### src/rtl/punc_fetch.sv
// Instruction fetch unit for an LC3-style core.
// It requests one word at pc, captures it into ir and offers it to the control unit.
// Redirects that arrive while a read is outstanding are held until the ack, and the
// returned word is then discarded.
module punc_fetch #(
    parameter logic [15:0] RESET_PC = 16'h0000
) (
    input  logic        clk,
    input  logic        rst,

    // Instruction memory read port
    output logic        mem_req,
    output logic [15:0] mem_addr,
    input  logic        mem_ack,
    input  logic [15:0] mem_rdata,

    // Control unit handshake
    output logic [15:0] ir,
    output logic [15:0] pc,
    output logic        ir_valid,
    input  logic        ir_ready,

    // Control flow
    input  logic        redirect,
    input  logic [15:0] redirect_pc,
    input  logic        halt,
    output logic        halted
);

    typedef enum logic [1:0] {
        StIdle,
        StFetch,
        StHold,
        StHalted
    } state_e;

    state_e      state_q, state_d;
    logic [15:0] pc_q, pc_d;
    logic [15:0] ir_q, ir_d;
    // A redirect seen while a read is outstanding; the read must still finish
    // before pc can move, so the target waits here.
    logic        pend_q, pend_d;
    logic [15:0] pend_pc_q, pend_pc_d;

    assign pc       = pc_q;
    assign ir       = ir_q;
    // pc only changes on an ack, so the address is stable for the whole request.
    assign mem_addr = pc_q;

    // Next-state and datapath update decisions.
    always_comb begin
        state_d   = state_q;
        pc_d      = pc_q;
        ir_d      = ir_q;
        pend_d    = pend_q;
        pend_pc_d = pend_pc_q;

        case (state_q)
            StIdle: begin
                if (redirect) begin
                    pc_d = redirect_pc;
                end
                state_d = halt ? StHalted : StFetch;
            end

            StFetch: begin
                if (mem_ack) begin
                    if (pend_q || redirect) begin
                        // Word fetched from the old stream is dropped; a same-cycle
                        // redirect is newer than the latched one.
                        pc_d    = redirect ? redirect_pc : pend_pc_q;
                        pend_d  = 1'b0;
                        state_d = StIdle;
                    end else begin
                        ir_d    = mem_rdata;
                        pc_d    = pc_q + 16'd1;
                        state_d = StHold;
                    end
                end else if (redirect) begin
                    pend_d    = 1'b1;
                    pend_pc_d = redirect_pc;
                end
            end

            StHold: begin
                if (redirect) begin
                    // Redirect beats acceptance: the held word is squashed.
                    pc_d    = redirect_pc;
                    state_d = StIdle;
                end else if (ir_ready) begin
                    state_d = halt ? StHalted : StFetch;
                end
            end

            StHalted: begin
                state_d = StHalted;
            end

            default: begin
                state_d = StIdle;
            end
        endcase
    end

    // State and datapath registers; outputs are registered from the next state.
    always_ff @(posedge clk) begin
        if (rst) begin
            state_q   <= StIdle;
            pc_q      <= RESET_PC;
            ir_q      <= 16'h0000;
            pend_q    <= 1'b0;
            pend_pc_q <= 16'h0000;
            mem_req   <= 1'b0;
            ir_valid  <= 1'b0;
            halted    <= 1'b0;
        end else begin
            state_q   <= state_d;
            pc_q      <= pc_d;
            ir_q      <= ir_d;
            pend_q    <= pend_d;
            pend_pc_q <= pend_pc_d;
            mem_req   <= (state_d == StFetch);
            ir_valid  <= (state_d == StHold);
            halted    <= (state_d == StHalted);
        end
    end

endmodule

### config.mk
export PLATFORM = sky130hd
export DESIGN_NAME = punc_fetch
export DESIGN_NICKNAME = d
export VERILOG_FILES = /design/src/rtl/punc_fetch.sv
export SDC_FILE = /design/constraint.sdc
export NUM_CORES = 1
export LEC_CHECK = 0
export CORE_ASPECT_RATIO = 1.75
export CORE_MARGIN = 10
export CORE_UTILIZATION = 40
export DETAILED_ROUTE_END_ITERATION = 12
export DONT_BUFFER_PORTS = 1
export PLACE_DENSITY_LB_ADDON = 0.1
export SYNTH_ARGS = -nofsm -noshare
export SYNTH_HDL_FRONTEND = slang
export SYNTH_SLANG_ARGS = --single-unit
### constraint.sdc
create_clock -name clk -period 1.62 [get_ports clk]
set_clock_uncertainty 0.2 [all_clocks]
set_input_delay 0.243 -clock clk [delete_from_list [all_inputs] [get_ports clk]]
set_output_delay 0.243 -clock clk [all_outputs]
set_load 0.02 [all_outputs]
Yosys cells after proc, flatten, opt, wreduce, memory -nomap -nowiden
Cells that the tools add are included.
{"block": "op_classes", "bitwise_logic": 2, "reduce_logical": 9, "eq_ne": 9, "n_mux": 14, "n_addsub": 1}
{"op": "16-bit two-way mux", "count": 4}
{"op": "16-bit case mux with 2 select lines", "count": 1}
{"op": "16-bit by 1-bit adder with 16-bit output, second input constant", "count": 1}
{"op": "2-bit two-way mux", "count": 5}
{"op": "3-bit AND reduction", "count": 3}
{"op": "2-bit == test, second input constant", "count": 4}
{"op": "2-bit case mux with 4 select lines", "count": 1}
{"op": "2-bit by 1-bit == test with 1-bit output, second input constant", "count": 2}
{"op": "2-bit by 1-bit != test with 1-bit output, second input constant", "count": 2}
{"op": "2-bit nonzero test", "count": 2}
{"op": "1-bit two-way mux", "count": 3}
{"op": "2-bit zero test", "count": 1}
{"op": "2-bit != test, second input constant", "count": 1}
{"op": "1-bit NOT", "count": 2}
{"op": "2-bit AND reduction", "count": 1}
{"op": "2-bit OR reduction", "count": 1}
{"op": "1-bit logical OR", "count": 1}
{"block": "totals", "out_inout_bits": 51, "register_bits": 54, "in_bits": 38}

Depth between registers and ports, before layout
{"block": "depth", "ltp_word": 5, "mapped_depth": 8}

Least setup slack after synthesis
OpenSTA, ideal clock, no wires.
{"block": "synth_timing", "path_kind": "register to register", "start": "reg pc_q[0], in the netlist mem_addr[0]", "end": "reg pc_q[10], in the netlist mem_addr[10]", "path_stages_with_launch": 7, "arrival_ns": 1.647, "setup_time_ns": 0.079, "path_buffers": 0, "slack_ns": -0.306, "t_required_ns": 1.341, "cell_sequence": "dfxtp_1 -> ha_1 -> nand3_2 -> nor3_2 -> xnor2_1 -> a211o_1 -> a211oi_2"}
{"block": "synth_via", "elab_chain_len": 4}
{"element": "start: declaration", "line_no": "38", "source": "logic [15:0] pc_q, pc_d;"}
{"element": "start signal: assignment", "line_no": "118", "source": "pc_q <= pc_d;"}
{"element": "16-bit by 1-bit adder with 16-bit output", "line_no": "76", "source": "pc_d = pc_q + 16'd1;"}
{"element": "16-bit two-way mux", "line_no": "68", "source": "if (pend_q || redirect) begin"}
{"element": "16-bit two-way mux", "line_no": "67", "source": "if (mem_ack) begin"}
{"element": "16-bit case mux with 2 select lines", "line_no": "58", "source": "case (state_q)"}
No other way between the ends. The select of a mux whose other input is x is not followed.
A chain may end at the register's enable or synchronous reset.

Worst setup path after layout
{"block": "layout_timing", "start": "reg state_q[0]", "end": "reg pc_q[13], in the netlist mem_addr[13]"}
{"block": "layout_via", "elab_chain_len": 4}
{"element": "start: declaration", "line_no": "37", "source": "state_e state_q, state_d;"}
{"element": "start signal: assignment", "line_no": "108", "source": "state_q <= StIdle;"}
{"element": "start signal: assignment", "line_no": "117", "source": "state_q <= state_d;"}
{"element": "2-bit == test / 2-bit zero test (equally long branches)", "line_no": "58"}
{"element": "2-bit OR reduction (no line)"}
{"element": "2-bit by 1-bit != test with 1-bit output (no line) / 2-bit nonzero test (equally long branches)"}
{"element": "3-bit AND reduction (no line)"}
Several ways; a longest one is shown, not always the timed one.

==> results.ini <==
[run_status]
status=finished, violations left
violations=negative hold slack, negative setup slack

[clocking]
clk_transition_reported_paths_ns=0.07
clkLatencyLatePin_ns=0.30
clock-root-buffer=sky130_fd_sc_hd__clkbuf_16
clock_sink_count=54
cts_buffer_depth=2
htree_levels=2
tritoncts=yes
numCtsBuffers=5

[power_and_ir_drop]
net_sw_power_mw=1.075
static-leakage-power_nw=1.235
power-per-cell-area_mw_per_mm2=1047
p_sw_share_pct=29.98
p_int_mw=2.510
share_comb_of_total_power_pct=22.9
pwr-share-seq_pct=42.6
peakVddDrop_mv=0.7733
total_power_mw=3.584
clock_power_share_pct=34.5

[sta]
finalSetupViolCount=1
finalHoldViolCount=54
setup_repair_after_global_routing_missed_its_margin=true
tightest_slew_ns=0.3593
timing.setup.tns_ns=-0.003145
hold_ws_ns=-0.1941
timing_max_transition_violations_final=0
layout_min_cycle_time_ns=1.623
worst_slew_margin_rel_pct=75.79
finalWorstSetupSlack_ns=-0.003145
fmax_ghz=0.6161
final_min_period_over_clock_period_pct=100.2

[routing]
drt.antenna.violating_nets=0
dr.pass1.iters=4
drt_iter0_markers=159
via_per_inst=5.444
post_drt_wl_per_cell_um=18.73
detailroute.via_count=2548
post-route-drc-count=0
routed_wirelength_mm=8.764

[synthesis]
syn-mean-instance-area_um2=7.833
mappedNetlistArea_mm2=0.002765
syn-instance-count=353
synth_enable_flop_cells=0
mappedNetlistNets=392
async_reset_ff_share_pct=0
yosysUniqueCellTypes=54
yosys_most_used_dff=sky130_fd_sc_hd__dfxtp_1
synth_warnings=0
synth_seq_area_share_pct=39.10
yosys_reg_bits=54

[grt]
grt_usage_pct=16.12
number_of_antenna_violations_at_the_first_check_in_global_routing=0
first_pass_grt_wire_length_mm=14.00
grt_pass1_vias=2657
grt-ovfl-total=0
grt_max_degree=52

[critical_path]
path_cells=and3b_2 -> a21o_4 -> a21o_1 -> a311oi_2
critical_path.max_fanout=7
worstSetupPathType=reg -> reg
cp_top_family=compound AO/OA/AOI/OAI gates
worst_ep_required_time_ns=1.62
slowest_delay_ns=0.36
buf_inv_stages_crit_path=0
cp.arrival_ns=1.63
critPathLaunchType=flip-flop
cp-end-kind=flip-flop
critical-path-slowest-cell=sky130_fd_sc_hd__dfxtp_2

[hold_path]
holdCritPathClass=in -> reg

[floorplan]
dieArea_mm2=0.01077
placeableCoreArea_mm2=0.006807
initial_core_util_pct=40.63
dieWidth_um=82.85
i_o_pin_cnt=89
die_height_um=130.0
fp-row-count=40

[layout]
nets=422
final_layout_size_suffix_gt1_share_pct=30.47
postLayoutCoreUtil_pct=50.28
final_layout_fill_cell_count=684
layout.cells.non_filler=468
area_growth_pct=23.76
antenna_cells=0
post-route-cell-area_mm2=0.003422

[place]
post_detail_place_hpwl_mm=6.627
dp_worst_setup_slack_ns=-0.09105
dpl_cell_area_mm2=0.003131
finalWeightedCongestion=0.9271
dp.cells=455
io_buffers=0

[run]
drv_cap=0

[worst reg2reg max path: cells and delay by family, from the launching register on]
kind / cells / cell delay [ns]
flops: 1 / 0.36
simple gates: 1 / 0.28
compound gates: 3 / 0.70
[cell type report]
cell class	instances	area, µm²	area share [%]
multi-input combinational	253	1523	44.50
sequential	54	1107	32.36
clock buffer	6	128.9	3.766
tap	84	105.1	3.071
clock inverter	2	37.54	1.097
timing repair buffer	61	490.5	14.33
inverter	8	30.03	0.8775
[Yosys cell counts, types with 4 or more instances]
master,number,area [µm²]
sky130_fd_sc_hd__a211oi_1,5,37.54
sky130_fd_sc_hd__a21oi_1,54,270.3
sky130_fd_sc_hd__buf_2,8,40.04
sky130_fd_sc_hd__buf_4,17,127.6
sky130_fd_sc_hd__clkbuf_1,11,41.29
sky130_fd_sc_hd__dfxtp_1,54,1081
sky130_fd_sc_hd__inv_1,8,30.03
sky130_fd_sc_hd__mux2i_1,4,40.04
sky130_fd_sc_hd__nand2_1,83,311.6
sky130_fd_sc_hd__nand3_1,9,45.04
sky130_fd_sc_hd__nor2_1,17,63.81
sky130_fd_sc_hd__nor3_1,4,20.02
sky130_fd_sc_hd__o211ai_1,6,45.04
sky130_fd_sc_hd__o21ai_0,9,45.04
sky130_fd_sc_hd__or3_1,5,31.28
sky130_fd_sc_hd__xnor2_1,4,35.03
[worst paths after layout]
kind / cells past startpoint / end / from / slack, ns
setup / recovery: 4 / mem_addr[13] / state_q[0] / -0.003
hold / removal: 1 / mem_addr[5] / rst / -0.19
setup reg to reg: 4 / mem_addr[13] / state_q[0] / -0.003
hold reg to reg: 2 / pend_pc_q[1] / pend_pc_q[1] / 0.25
[metal layers]
| metal | track usage [%] | routed length (µm) |
|---|---|---|
| met1 | 15.82 | 3227 |
| met2 | 29.38 | 4638 |
| met3 | 6.363 | 690 |
| met4 | 6.841 | 207 |
| met5 | 0 | 0 |
[state kept, by name, indices dropped and copies added, names as in the netlist]
register / count
ir: 16
mem_addr: 16
pend_pc_q: 16
state_q: 2
halted: 1
ir_valid: 1
mem_req: 1
pend_q: 1
[logic make-up (layout without fill, tap and decap cells)]
family,Yosys count,after routing,synth area share (%)
compound gates,98,99,22.76
flops,54,54,39.10
xor+xnor,5,5,1.584
mux,4,4,1.448
buf+inv,47,77,9.864
fa+ha+maj,1,1,0.4524
simple gates,144,144,24.80
[what timing repair did]
action,in CTS,in global routing
pin swaps,0,13
buffers inserted,0,4
resized for setup,10,16
endpoints found under the hold margin,54,54
gates cloned,1,0
endpoints found under the setup margin,28,42
[cell usage in the layout, fill, tap and decap left out, types with 3 or more instances in the layout]
cell | synthesis | layout
sky130_fd_sc_hd__xnor2_1 | 4 | 4
sky130_fd_sc_hd__nand2b_1 | 3 | 3
sky130_fd_sc_hd__mux2i_1 | 4 | 4
sky130_fd_sc_hd__nand2_1 | 83 | 83
sky130_fd_sc_hd__a211oi_1 | 5 | 5
sky130_fd_sc_hd__inv_1 | 8 | 6
sky130_fd_sc_hd__nor3_2 | 3 | 3
sky130_fd_sc_hd__dfxtp_2 | 0 | 9
sky130_fd_sc_hd__or3_1 | 5 | 5
sky130_fd_sc_hd__a211o_1 | 3 | 3
sky130_fd_sc_hd__buf_4 | 17 | 57
sky130_fd_sc_hd__nor3_1 | 4 | 4
sky130_fd_sc_hd__dfxtp_1 | 54 | 41
sky130_fd_sc_hd__o211ai_1 | 6 | 6
sky130_fd_sc_hd__clkbuf_16 | 0 | 5
sky130_fd_sc_hd__nor2_1 | 17 | 13
sky130_fd_sc_hd__a21oi_1 | 54 | 53
sky130_fd_sc_hd__dfxtp_4 | 0 | 4
sky130_fd_sc_hd__nand3_1 | 9 | 8
sky130_fd_sc_hd__nor2b_1 | 3 | 3
sky130_fd_sc_hd__nor2_2 | 0 | 3
sky130_fd_sc_hd__o21ai_0 | 9 | 7
[power by group through the flow]
stage	clock, mW	sequential, mW	combinational, mW
after global routing	1.30	1.54	0.888
after CTS	1.26	1.53	0.798
after global placement	0	1.55	0.775
after floorplan	0	1.61	0.490
final	1.24	1.53	0.819
after detailed placement	0	1.55	0.782
Power figures use the tool's default switching activity.
